<file path="config.mk">
export PLATFORM = sky130hd
export DESIGN_NAME = ps2_rx_frame
export DESIGN_NICKNAME = d
export VERILOG_FILES = /design/src/rtl/ps2_pkg.sv /design/src/rtl/ps2_sync.sv /design/src/rtl/ps2_rx_frame.sv
export SDC_FILE = /design/constraint.sdc
export NUM_CORES = 1
export LEC_CHECK = 0
export BUFFER_PORTS_ARGS = -buffer_cell sky130_fd_sc_hd__buf_2
export CORE_ASPECT_RATIO = 1.75
export CORE_MARGIN = 2
export CORE_UTILIZATION = 52
export DETAILED_ROUTE_END_ITERATION = 10
export GPL_ROUTABILITY_DRIVEN = 0
export PLACE_DENSITY = 0.76
export REMOVE_ABC_BUFFERS = 1
export SLEW_MARGIN = 5
export SYNTH_ARGS = -nofsm -noshare
export SYNTH_HDL_FRONTEND = slang
export SYNTH_SLANG_ARGS = --single-unit
</file>
<file path="constraint.sdc">
create_clock -name clk -period 1.65 [get_ports clk]
set_input_delay 0.0825 -clock clk [delete_from_list [all_inputs] [get_ports clk]]
set_output_delay 0.0825 -clock clk [all_outputs]
set_load 0.01 [all_outputs]
</file>
<file path="src/rtl/ps2_pkg.sv">
// Shared PS/2 receive types: frame state encoding, frame length, default timeout.
// Latency: n/a (declarations only).
// Backpressure: n/a.
package ps2_pkg;

    typedef enum logic [1:0] {
        IDLE,
        DATA,
        PARITY,
        STOP
    } ps2_state_t;

    localparam int FRAME_BITS      = 11;
    localparam int TIMEOUT_DEFAULT = 10000;

    // PS/2 uses odd parity: data ones plus the parity bit must be odd.
    function automatic logic parity_ok(input logic [7:0] data, input logic par);
        return ^{data, par};
    endfunction

endpackage

</file>
<file path="src/rtl/ps2_sync.sv">
// Two-flop synchronizer for PS/2 lines; resets to 1 so an idle line reads high.
// Latency: 2 clk cycles.
// Backpressure: none.
module ps2_sync (
    input  logic clk,
    input  logic rst,
    input  logic d,
    output logic q
);

    logic meta;

    always_ff @(posedge clk) begin
        if (rst) begin
            meta <= 1'b1;
            q    <= 1'b1;
        end else begin
            meta <= d;
            q    <= meta;
        end
    end

endmodule

</file>
<file path="src/rtl/ps2_rx_frame.sv">
// PS/2 device-to-host frame receiver: start, 8 data LSB first, odd parity, stop.
// Latency: result pulse 1 clk after the fall_edge that samples the stop bit.
// Backpressure: none; rx_valid/err_* are single-cycle pulses with no handshake.
module ps2_rx_frame
    import ps2_pkg::*;
#(
    parameter int TIMEOUT_CYCLES = TIMEOUT_DEFAULT
) (
    input  logic       clk,
    input  logic       rst,
    input  logic       fall_edge,
    input  logic       ps2_d_mouse,
    output logic [7:0] rx_data,
    output logic       rx_valid,
    output logic       err_parity,
    output logic       err_frame,
    output logic       err_timeout,
    output logic       busy
);

    localparam int DATA_BITS = FRAME_BITS - 3;
    localparam int TW        = (TIMEOUT_CYCLES >= 2) ? $clog2(TIMEOUT_CYCLES) : 1;
    localparam logic [TW-1:0] TMO_LAST = TW'(TIMEOUT_CYCLES - 1);
    localparam logic [TW-1:0] TMO_MAX  = '1;

    logic                 d_sync;
    ps2_state_t           state;
    ps2_state_t           state_nxt;
    logic [2:0]           bit_cnt;
    logic [DATA_BITS-1:0] shreg;
    logic                 par_bit;
    logic [TW-1:0]        tmo_cnt;
    logic                 frame_end;
    logic                 tmo_fire;

    ps2_sync u_sync_data (
        .clk (clk),
        .rst (rst),
        .d   (ps2_d_mouse),
        .q   (d_sync)
    );

    assign busy = (state != IDLE);

    // A fall_edge in the expiry cycle takes precedence over the timeout.
    always_comb begin
        state_nxt = state;
        frame_end = 1'b0;
        tmo_fire  = 1'b0;
        if (fall_edge) begin
            case (state)
                IDLE:    if (!d_sync) state_nxt = DATA;
                DATA:    if (bit_cnt == 3'(DATA_BITS - 1)) state_nxt = PARITY;
                PARITY:  state_nxt = STOP;
                STOP: begin
                    state_nxt = IDLE;
                    frame_end = 1'b1;
                end
                default: state_nxt = IDLE;
            endcase
        end else if (busy && tmo_cnt == TMO_LAST) begin
            state_nxt = IDLE;
            tmo_fire  = 1'b1;
        end
    end

    always_ff @(posedge clk) begin
        if (rst) begin
            state <= IDLE;
        end else begin
            state <= state_nxt;
        end
    end

    always_ff @(posedge clk) begin
        if (rst) begin
            bit_cnt     <= '0;
            shreg       <= '0;
            par_bit     <= 1'b0;
            tmo_cnt     <= '0;
            rx_data     <= 8'h00;
            rx_valid    <= 1'b0;
            err_parity  <= 1'b0;
            err_frame   <= 1'b0;
            err_timeout <= 1'b0;
        end else begin
            rx_valid    <= 1'b0;
            err_parity  <= 1'b0;
            err_frame   <= 1'b0;
            err_timeout <= tmo_fire;

            if (fall_edge || !busy || tmo_fire) begin
                tmo_cnt <= '0;
            end else if (tmo_cnt != TMO_MAX) begin
                tmo_cnt <= tmo_cnt + 1'b1;
            end

            // Re-arm the bit counter in IDLE so a timed-out frame cannot skew the next one.
            if (state == IDLE) begin
                bit_cnt <= '0;
            end else if (fall_edge && state == DATA) begin
                shreg   <= {d_sync, shreg[DATA_BITS-1:1]};
                bit_cnt <= bit_cnt + 3'd1;
            end

            if (fall_edge && state == PARITY) begin
                par_bit <= d_sync;
            end

            if (frame_end) begin
                if (!d_sync) begin
                    err_frame <= 1'b1;
                end else if (!parity_ok(shreg, par_bit)) begin
                    err_parity <= 1'b1;
                end else begin
                    rx_valid <= 1'b1;
                    rx_data  <= shreg;
                end
            end
        end
    end

endmodule

</file>
# Word-level counts from Yosys, hierarchy flattened
# Cells that the tools add are included.
totals:
  regBits: 42
  latchBits: 0
  ram_bits: 0
  rom_bits: 0
  in_bits: 4
  memories: 0
op_classes:
  addsub: 2
  multipliers: 0
  div_mod_pow: 0
  n_lt_le_gt_ge: 0
  n_eq_ne: 8
  shift: 0
  n_mux: 12
  bitwise_logic: 3
  reduce_logical: 17
op_table:
  columns: ["operator", "count"]
  rows:
  - ["adder 14 x 1 -> 14 bit, second input constant", 1]
  - ["== test 14 bit, second input constant", 1]
  - ["!= test 14 bit, second input constant", 1]
  - ["XOR reduction 9 bit", 1]
  - ["two-way mux 2 bit", 4]
  - ["one-hot mux 2 bit (4 select lines)", 1]
  - ["two-way mux 1 bit", 7]
  - ["!= test 3 bit, second input constant", 2]
  - ["AND reduction 3 bit", 2]
  - ["OR reduction 2 bit", 3]
  - ["== test 2 bit, second input constant", 2]
  - ["nonzero test 2 bit", 2]
  - ["adder 3 x 1 -> 3 bit, second input constant", 1]
  - ["== test 3 bit, second input constant", 1]
  - ["logical AND 1 bit", 3]
  - ["inverter 1 bit", 3]
  - ["OR reduction 3 bit", 1]
  - ["== test 2 x 1 -> 1 bit, second input constant", 1]
  - ["logical NOT 2 bit", 1]
  - ["logical OR 1 bit", 2]
  - ["AND reduction 2 bit", 1]
  - ["logical NOT 1 bit", 1]

# Logic depth before layout (Yosys ltp)
logic_depth:
  ltp_word: 6
  depth_mapped: 8
  depth_no_buf: 7

# Cells and area by module
# From an unflattened synthesis, not the netlist that was laid out.
hier_totals:
  cells_unflattened: 210
  area_unflattened_um2: 1873.0
by_module_without_submodules:
  columns: ["mod", "n_inst", "cells_per_inst", "area_per_inst_um2"]
  rows:
  - ["ps2_rx_frame", 1, 206, 1820.5]
  - ["ps2_sync", 1, 4, 52.6]

# Worst setup path before layout
# Ideal clock, no wire load.
synth_path:
  kind: "reg2reg"
  start: "register tmo_cnt[0]"
  end: "register tmo_cnt[11]"
  setup_time_ns: 0.128
  arrival_ns: 1.643
  t_required_ns: 1.522
  setup_slack_ns: -0.121
  stages_incl_launch_ff: 8
  path_buffers: 1
  period_less_slack_ns: 1.771
  path_cell_list: "dfxtp_1 > ha_1 > nand3_1 > or4_1 > clkbuf_1 > nand3_1 > xor2_1 > nor2_1"
synth_via:
  elab_chain_cells: 6
  word_cells_on_any_way: 8
synth_lines:
  columns: ["item", "line_no", "source"]
  rows:
  - ["start: declaration", "ps2_rx_frame.sv:32", "logic [TW-1:0] tmo_cnt;"]
  - ["start signal: assignment", "ps2_rx_frame.sv:95", "tmo_cnt <= tmo_cnt + 1'b1;"]
  - ["== test 14 bit", "ps2_rx_frame.sv:61", "end else if (busy && tmo_cnt == TMO_LAST) begin"]
  - ["logical AND 1 bit", "ps2_rx_frame.sv:61", null]
  - ["two-way mux 1 bit", "ps2_rx_frame.sv:61", null]
  - ["two-way mux 1 bit", "ps2_rx_frame.sv:50", "if (fall_edge) begin"]
  - ["logical OR 1 bit", "ps2_rx_frame.sv:92", "if (fall_edge || !busy || tmo_fire) begin"]
  - ["OR reduction 2 bit (no source line)", null, null]
# Several ways; a longest one is shown, not always the timed one.
# A chain may end at the register's enable or synchronous reset.

# Final worst setup path
layout_path:
  start: "register shreg[5]"
  end: "register rx_valid"
layout_via:
  elab_chain_cells: 2
layout_lines:
  columns: ["item", "line_no", "source"]
  rows:
  - ["start: declaration", "ps2_rx_frame.sv:30", "logic [DATA_BITS-1:0] shreg;"]
  - ["start signal: assignment", "ps2_rx_frame.sv:102", "shreg <= {d_sync, shreg[DATA_BITS-1:1]};"]
  - ["XOR reduction 9 bit", "ps2_pkg.sv:18", "return ^{data, par};"]
  - ["two-way mux 1 bit", "ps2_rx_frame.sv:113", "end else if (!parity_ok(shreg, par_bit)) begin"]
  - ["end signal: assignment", "ps2_rx_frame.sv:82", "rx_valid <= 1'b0;"]
  - ["end signal: assignment", "ps2_rx_frame.sv:87", "rx_valid <= 1'b0;"]
  - ["end signal: assignment", "ps2_rx_frame.sv:116", "rx_valid <= 1'b1;"]
  - ["end: declaration", "ps2_rx_frame.sv:14", "output logic rx_valid,"]
# No other way between the ends.

==> results.tsv <==
stage	metric	value	unit
status	status	completed	
timing	period_minus_slack	1590	ps
clock_tree	clk_latency	300	ps
worst_setup_path	required	1830	ps
route	vias_per_cell	5.234	
logic_synthesis	ys.flop_type	dfxtp_1	
floorplan	die_h	84.11	um
timing	layout_setup_ws	60.36	ps
logic_synthesis	synth_area_leaders	dfxtp_1, mux2i_1, xnor2_1	
worst_hold_path	hold_start	fall_edge	
logic_synthesis	syn_avg_cell_area	9.302	um^2
placement	io_buffers	16	
worst_setup_path	crit_arrival	1770	ps
logic_synthesis	ys_top_cells_by_count	dfxtp_1, nor2_1, mux2i_1, nand2_1, xnor2_1	
layout	nets	263	
timing	drv_slew	0	
run	cap_violations	0	
worst_hold_path	holdPathStages	3	
floorplan	initial_core_util	0.5362	
power_and_ir_drop	leakagePower	0.001043	uW
worst_setup_path	reg2reg_depth	6	
route	vias	1565	
timing	period_share	0.9634	
layout	fill_cells	269	
worst_setup_path	cp_top_family	XOR/XNOR gates	
placement	pre_cts_slack	-42.47	ps
worst_setup_path	rrSetupSlack	60	ps
worst_setup_path	cp-end-kind	register	
global_route	grt_max_degree	21	
timing	slew_headroom	0.7731	
global_route	grt-ovfl-total	0	
route	drt-pass1-iter-count	4	
layout	num_antenna_cells	0	
power_and_ir_drop	ir_drop	0.9608	mV
logic_synthesis	async_flop_share	0	
logic_synthesis	ys_seq_area_frac	0.4409	
logic_synthesis	syn_inst	205	
layout	drive_above_1_share	0.3281	
worst_hold_path	min_to	err_frame	
timing	hold_violations	0	
clock_tree	numCtsBuffers	5	
global_route	antenna_found_initial	0	
global_route	grt_pass1_vias	1551	
logic_synthesis	synth_top_area_frac	0.4409	
worst_setup_path	start_kind	register	
logic_synthesis	yosysMostFrequentCell	dfxtp_1	
timing	whs	127.8	ps
worst_setup_path	critPathMaxFanout	8	
timing	setup_violations	0	
layout	post-route-util	0.7020	
layout	synthToLayoutAreaGrowth	30.91	%
logic_synthesis	syn_area	1907	um^2
timing	fin_skew	6.843	ps
power_and_ir_drop	report.power.total	1961	uW
logic_synthesis	yosysWarnings	0	
route	wl	4103	um
floorplan	die_x	49.78	um
floorplan	io_pins	17	
worst_setup_path	max_stage_delay	370	ps
layout	seq_area	853.3	um^2
logic_synthesis	synth_edf_count	0	
floorplan	rows	29	
clock_tree	numClockSinks	42	
logic_synthesis	synth_top_area_cell	dfxtp_1	
route	drcViolationCount	0	
placement	hpwlAfterDp	2794	um
timing	tightest_slew	337.8	ps
clock_tree	cts_tree	done	
worst_setup_path	crit_type	reg -> reg	
worst_setup_path	rr_endpoint	rx_valid	
power_and_ir_drop	powerDensity	785.4	nW/um^2
worst_setup_path	crit_chain	xnor2_4 -> xnor2_2 -> xnor3_1 -> nor2b_4 -> buf_12 -> nor2b_1	
timing	rsz0062_at_grt	yes	
global_route	grt_pass1_wl	6403	um
worst_setup_path	regToRegStartpoint	shreg[5]	
route	initialDrtViolationCount	30	
floorplan	die_area	4186	um^2
logic_synthesis	ys_ff_latch	42	
clock_tree	root_buffer	clkbuf_8	
worst_hold_path	hold_class	in -> reg	
layout	multi_input_area	1119	um^2
clock_tree	htreeDepth	2	
logic_synthesis	yosys.cell_types.count	34	
worst_setup_path	path_buf_inv	1	
clock_tree	cts_buffer_depth	2	
floorplan	coreArea	3556	um^2
timing	timing.fmax	629.1	MHz
route	wl_per_cell	13.72	um
global_route	track_usage	0.1984	
route	ant_nets	0	
worst_setup_path	critPathSlowestCell	dfxtp_4	
clock_tree	cts.clk_slew.worst_paths	80	ps
report_power, final:
group | leakage (uW) | switching, uW | internal (uW)
logic | 0.000642 | 74.9 | 62.4
registers | 0.000343 | 6.10 | 1020
clock network | 0.0000579 | 352 | 445
total | 0.00104 | 433 | 1530
tightest hold or removal path, stage by stage:
cell and delay, ps:
buf_2 180, nand2_1 90, nor3_1 40
stage by stage:
| step | cells | cell area, um^2 | setup TNS (ps) |
|---|---|---|---|
| 3_3_place_gp | 287 | 2221 | -0.5407 |
| 5_1_grt | 299 | 2496 | -81.48 |
| 4_1_cts | 297 | 2384 | -49.46 |
| 3_5_place_dp | 287 | 2221 | -117.1 |
| 6_report | 299 | 2496 | 0 |
| 2_1_floorplan | 196 | 1866 | -400.5 |
what timing repair did:
action,CTS,global route
pin swaps,0,7
gates resized for setup,4,23
setup buffers,1,2
hold endpoints to repair,1,0
hold buffers,1,0
setup endpoints to repair,13,23
state kept, by name (all words and copies together), names as in the netlist:
register          cells
u_sync_data.meta      1
state                 2
err_timeout           1
bit_cnt               3
err_parity            1
u_sync_data.q         1
err_frame             1
shreg                 8
rx_data               8
tmo_cnt              14
rx_valid              1
par_bit               1
final cells by class:
cell class	count	area share
clock inverters	3	0.01604
multi-input cells	150	0.4481
clock buffers	5	0.02757
well taps	46	0.02306
flip-flops and latches	42	0.3419
repair buffers	49	0.1373
inverters	4	0.006015
metal layers:
metal / track usage / wire length, um / vias up
li1: - / - / 791
met1: 0.1806 / 1501 / 741
met2: 0.3939 / 2412 / 23
met3: 0.03943 / 101 / 10
met4: 0.09343 / 87 / 0
met5: 0 / 0 / -
kinds of logic (layout without fill, tap and decap cells):
| group | count (synthesis) | after routing | share of synthesized area |
|---|---|---|---|
| buffers and inverters | 13 | 61 | 0.02953 |
| AO/OA/AOI/OAI | 12 | 12 | 0.03937 |
| XOR/XNOR | 19 | 19 | 0.09449 |
| AND/OR/NAND/NOR | 93 | 93 | 0.2500 |
| flip-flops | 42 | 42 | 0.4409 |
| multiplexers | 19 | 19 | 0.09974 |
| adder cells (fa/ha/maj) | 7 | 7 | 0.04593 |
cells in the final DEF, fill, tap and decap left out, drive strengths merged, types with 4 or more instances in the layout:
| master | synthesis | layout |
|---|---|---|
| buf | 1 | 48 |
| dfxtp | 42 | 42 |
| nor2 | 27 | 27 |
| mux2i | 19 | 19 |
| nand2 | 14 | 14 |
| xnor2 | 14 | 14 |
| nand2b | 13 | 13 |
| nor3 | 10 | 10 |
| ha | 7 | 7 |
| nand4 | 6 | 6 |
| nand3 | 6 | 6 |
| clkbuf | 8 | 5 |
| inv | 4 | 4 |
| a21oi | 4 | 4 |
| xor2 | 4 | 4 |
worst max-delay path by stage:
stage / startpoint / end / slack, ps / cells past startpoint
2_1_floorplan: tmo_cnt[0] / tmo_cnt[3] / -110 / 6
3_3_place_gp: tmo_cnt[0] / tmo_cnt[0] / -0.5 / 6
3_5_place_dp: tmo_cnt[0] / tmo_cnt[0] / -40 / 6
4_1_cts: tmo_cnt[0] / tmo_cnt[6] / -20 / 7
5_1_grt: shreg[5] / rx_data[3] / -50 / 6
6_report: shreg[5] / rx_valid / 60 / 6
Power figures use the tool's default switching activity.
